--- src/rtl/text_write_ctrl.sv ---
// Text-mode write controller: accepts ASCII characters, maintains a
// cursor over a COLS x ROWS tile grid, and emits single-cycle writes to
// a character RAM. Also performs a full-screen clear with spaces.
module text_write_ctrl #(
  parameter int COLS = 39,
  parameter int ROWS = 30
) (
  input  logic        clk,
  input  logic        rst,
  input  logic [7:0]  char_in,
  input  logic        char_valid,
  output logic        char_ready,
  input  logic        clr_req,
  output logic        busy,
  output logic        wr_en,
  output logic [10:0] wr_addr,
  output logic [7:0]  wr_data,
  output logic [5:0]  cur_col,
  output logic [5:0]  cur_row
);

  localparam logic [5:0]  COL_MAX   = 6'(COLS - 1);
  localparam logic [5:0]  ROW_MAX   = 6'(ROWS - 1);
  localparam logic [10:0] LAST_ADDR = 11'(COLS * ROWS - 1);
  localparam logic [7:0]  CH_SPACE  = 8'h20;
  localparam logic [7:0]  CH_LF     = 8'h0A;
  localparam logic [7:0]  CH_CR     = 8'h0D;
  localparam logic [7:0]  CH_BS     = 8'h08;

  typedef enum logic [1:0] {
    IDLE  = 2'd0,
    WRITE = 2'd1,
    CLEAR = 2'd2
  } state_t;

  state_t      state_q, state_d;
  logic [5:0]  col_q, col_d;
  logic [5:0]  row_q, row_d;
  logic [7:0]  char_q, char_d;
  logic        wr_en_q, wr_en_d;
  logic [10:0] wr_addr_q, wr_addr_d;
  logic [7:0]  wr_data_q, wr_data_d;
  logic [10:0] clr_cnt_q, clr_cnt_d;

  // Linear RAM address of a tile; 11-bit product never truncates since
  // the grid holds at most 2048 cells.
  function automatic logic [10:0] cell_addr(input logic [5:0] row,
                                            input logic [5:0] col);
    logic [10:0] r;
    logic [10:0] c;
    r = 11'(row);
    c = 11'(col);
    return r * 11'(COLS) + c;
  endfunction

  function automatic logic is_printable(input logic [7:0] c);
    return (c >= 8'h20) && (c <= 8'h7E);
  endfunction

  function automatic logic [5:0] next_row(input logic [5:0] row);
    return (row < ROW_MAX) ? row + 6'd1 : 6'd0;
  endfunction

  assign char_ready = (state_q == IDLE) && !clr_req && !rst;
  assign busy       = (state_q != IDLE);
  assign wr_en      = wr_en_q;
  assign wr_addr    = wr_addr_q;
  assign wr_data    = wr_data_q;
  assign cur_col    = col_q;
  assign cur_row    = row_q;

  // Next-state and registered-output logic. The RAM strobe, address and
  // data are prepared at acceptance so the WRITE cycle drives them from
  // flops; the cursor moves at the end of WRITE.
  always_comb begin
    state_d   = state_q;
    col_d     = col_q;
    row_d     = row_q;
    char_d    = char_q;
    wr_en_d   = 1'b0;
    wr_addr_d = wr_addr_q;
    wr_data_d = wr_data_q;
    clr_cnt_d = clr_cnt_q;

    case (state_q)
      IDLE: begin
        if (clr_req) begin
          state_d   = CLEAR;
          wr_en_d   = 1'b1;
          wr_addr_d = 11'd0;
          wr_data_d = CH_SPACE;
          clr_cnt_d = 11'd0;
        end else if (char_valid) begin
          state_d = WRITE;
          char_d  = char_in;
          if (is_printable(char_in)) begin
            wr_en_d   = 1'b1;
            wr_addr_d = cell_addr(row_q, col_q);
            wr_data_d = char_in;
          end else if ((char_in == CH_BS) && (col_q != 6'd0)) begin
            wr_en_d   = 1'b1;
            wr_addr_d = cell_addr(row_q, col_q - 6'd1);
            wr_data_d = CH_SPACE;
          end
        end
      end

      WRITE: begin
        state_d = IDLE;
        if (is_printable(char_q)) begin
          if (col_q < COL_MAX) begin
            col_d = col_q + 6'd1;
          end else begin
            col_d = 6'd0;
            row_d = next_row(row_q);
          end
        end else if (char_q == CH_LF) begin
          col_d = 6'd0;
          row_d = next_row(row_q);
        end else if (char_q == CH_CR) begin
          col_d = 6'd0;
        end else if ((char_q == CH_BS) && (col_q != 6'd0)) begin
          col_d = col_q - 6'd1;
        end
      end

      CLEAR: begin
        if (clr_cnt_q == LAST_ADDR) begin
          state_d   = IDLE;
          clr_cnt_d = 11'd0;
          col_d     = 6'd0;
          row_d     = 6'd0;
        end else begin
          wr_en_d   = 1'b1;
          clr_cnt_d = clr_cnt_q + 11'd1;
          wr_addr_d = clr_cnt_q + 11'd1;
        end
      end

      default: begin
        state_d = IDLE;
      end
    endcase
  end

  // State and output registers; reset aborts any write or clear in flight.
  always_ff @(posedge clk) begin
    if (rst) begin
      state_q   <= IDLE;
      col_q     <= 6'd0;
      row_q     <= 6'd0;
      char_q    <= 8'd0;
      wr_en_q   <= 1'b0;
      wr_addr_q <= 11'd0;
      wr_data_q <= 8'd0;
      clr_cnt_q <= 11'd0;
    end else begin
      state_q   <= state_d;
      col_q     <= col_d;
      row_q     <= row_d;
      char_q    <= char_d;
      wr_en_q   <= wr_en_d;
      wr_addr_q <= wr_addr_d;
      wr_data_q <= wr_data_d;
      clr_cnt_q <= clr_cnt_d;
    end
  end

endmodule

--- config.mk ---
export PLATFORM = sky130hd
export DESIGN_NAME = text_write_ctrl
export DESIGN_NICKNAME = d
export VERILOG_FILES = /design/src/rtl/text_write_ctrl.sv
export SDC_FILE = /design/constraint.sdc
export NUM_CORES = 1
export LEC_CHECK = 0
export CAP_MARGIN = 20
export CORE_UTILIZATION = 45
export DETAILED_ROUTE_END_ITERATION = 10
export GPL_TIMING_DRIVEN = 0
export PLACE_DENSITY = 0.67
export SYNTH_ARGS = -nofsm -noshare
export SYNTH_HDL_FRONTEND = slang
export SYNTH_SLANG_ARGS = --single-unit
--- constraint.sdc ---
create_clock -name clk -period 11.6 [get_ports clk]
set_clock_uncertainty 0.15 [all_clocks]
set_input_delay 2.32 -clock clk [delete_from_list [all_inputs] [get_ports clk]]
set_output_delay 2.32 -clock clk [all_outputs]
set_load 0.1 [all_outputs]
==> results.cfg <==
[job]
max_cap_viol_count = 0

[die]
core-area_sq_um = 8260
die_h_um = 94.6
die_width_um = 94.6
initial_utilization_pct = 46.7
io_pins = 46
rows = 33
die-area_sq_um = 8950

[clock_tree]
hold_buffers = 0
numClockSinks = 53
ctsResizeCount = 0
cts_max_level = 2
cts_tree = built
clk_latency_ns = 0.32
clkSlewWorstSetupHoldPaths_ns = 0.10
cts_root_buf = clkbuf_8
cts_setup_buffers = 0
clk_path_buf_depth = 2
cts_inserted_buffers = 5

[placed_design]
port_buffers = 45
dp_cells = 625
hpwlAfterDp_mm = 7.16
gp_congestion = 0.842
placed_area_sq_um = 4440

[critical_path]
cp_max_fo = 10
criticalPathCategory = input port to primary output
startpoint_type = input port
crit_required_ns = 9.13
crit_arrival_ns = 5.00
r2r_end = wr_addr[10]
max_stage_delay_ns = 0.98
end_kind = primary output
cp_cell_sequence = clkdlybuf4s50_1 -> clkbuf_1 -> clkbuf_1 -> nor3_1 -> clkdlybuf4s50_1
reg2reg_from = cur_row[1]
ff2ff_setup_slack_ns = 7.45
reg2reg_depth = 14
slowest_stage = clkdlybuf4s50_1

[timing]
hold_violations = 0
final.setup.tns_ns = 0
fmax_mhz = 134
worst_pin_slew_ns = 0.975
rsz0062_at_grt = no
post-route-period-util_pct = 64.4
setup_viol = 0
maxSlewViolCount = 0
min_period_ns = 7.47
relSlewSlack_pct = 34.8

[cells_and_area]
syn_to_final_growth_pct = 17.5
most-common-layout-cells = 53 x dfxtp_1, 52 x nor2_1, 45 x clkdlybuf4s50_1
n_antenna_cell = 0
stdcell_area_sq_um = 4540
final_nets = 580
final_common_cell = dfxtp_1
fill_cells = 785
final_cells = 633
drive_above_1_share_pct = 6.06

[yosys]
synth_edf_count = 0
netlist_instances = 475
synth.ff_latch_count = 53
synth-warning-count = 0
synth_top_area_share_pct = 27.5
yosys.area.top_type = dfxtp_1
ys_seq_area_share_pct = 27.5
synthArstFlopShare_pct = 0
avgSynthCellArea_sq_um = 8.13
syn_nets = 528
synth_area_leaders = dfxtp_1 27%, ha_1 11%, a21oi_1 5.1%
ys_types = 67
synth_area_sq_um = 3860
synth_top_flop_cell = dfxtp_1

[grt]
grt_pass1_vias = 3240
grt_pass1_wl_mm = 15.5
antenna_found_initial = 0
grt_max_degree = 19
overflow = 0
track_usage_pct = 21.8

[routing]
drt-wirelength-per-cell_um = 14.8
drt_iter0_drc = 179
vias_per_cell = 5.65
wl_mm = 9.35
vias = 3574
drc_errors = 0
ant_nets = 0
first_pass_iters = 4

[power_and_ir_drop]
vdd_drop_max_v = 0.0000564
leakage_nw = 1.89
powerDensity_nw_per_um2 = 93.2

[min_path]
min_path_cells = 1
hp-class = flip-flop to flip-flop
holdPathEnd = wr_data[7]
min_from = wr_data[7]

[status]
status = finished clean
[metrics by stage]
stage	setup WS [ns]	power (mW)	utilization, %	hold slack (ns)
final	4.13	0.423	54.9	0.325
after global routing	4.01	0.440	54.9	0.357
after CTS	4.15	0.426	54.9	0.331
after detailed placement	4.15	0.311	53.8	0.298
after global placement	4.16	0.310	53.8	0.293
after floorplan	4.33	0.281	-	0.295
[state kept, by name, indices dropped and copies added (netlist names)]
register / cells
wr_addr: 11
clr_cnt_q: 11
wr_data: 8
char_q: 8
wr_en: 1
cur_row: 6
cur_col: 6
state_q: 2
[routing by layer]
layer  vias to the layer above  track usage (%)  wire length (um)
li1                       1794                -                 -
met1                      1706             30.9              4590
met2                        63             34.5              4240
met3                        11             3.06               378
met4                         0             5.93               142
met5                         -                0                 0
[synth_stat cells (all sizes together) (9+ instances only)]
| cell type | number |
|---|---|
| nand3 | 18 |
| ha | 33 |
| a211oi | 13 |
| dfxtp | 53 |
| xor2 | 12 |
| inv | 38 |
| a21oi | 40 |
| nor2b | 9 |
| nand2 | 40 |
| nor3 | 10 |
| nor2 | 52 |
| o21ai | 20 |
| clkbuf | 13 |
| xnor2 | 12 |
[how the worst max path moves through the flow]
stage	slack, ns	end	cells after the start	start
2_1_floorplan	4.33	char_ready	3	rst
3_3_place_gp	4.16	char_ready	5	rst
3_5_place_dp	4.15	char_ready	5	rst
4_1_cts	4.15	char_ready	5	rst
5_1_grt	4.01	char_ready	5	rst
6_report	4.13	char_ready	5	rst
[logic make-up after synthesis]
family / after synthesis / share of synthesized area, %
compound gates: 126 / 23.2
xor+xnor: 24 / 5.45
fa+ha+maj: 41 / 14.8
buf+inv: 54 / 5.64
flops: 53 / 27.5
mux: 2 / 0.519
simple gates: 175 / 22.9
[power by group]
part / leakage [nW] / switching, mW / total [mW] / internal [mW]
sequential: 0.431 / 0.00544 / 0.195 / 0.189
clock: 0.0423 / 0.0713 / 0.115 / 0.0441
combinational: 1.41 / 0.0803 / 0.113 / 0.0325
[worst max-delay path: cells and delay by family]
| kind | cells | cell delay, ns |
|---|---|---|
| and+or+nand+nor | 1 | 0.10 |
| buffers and inverters | 4 | 2.56 |
[layout make-up]
class                      count  area [sq um]  share of cell area, %
inverter                      38           143                   3.14
clock inverter                 3          26.3                  0.579
sequential                    53          1060                   23.4
buffer                        16          75.1                   1.65
tap                          105           131                   2.90
multi-input combinational    368          2580                   56.9
timing repair buffer          45           450                   9.93
clock buffer                   5          68.8                   1.52
(Power assumes the default switching activity.)
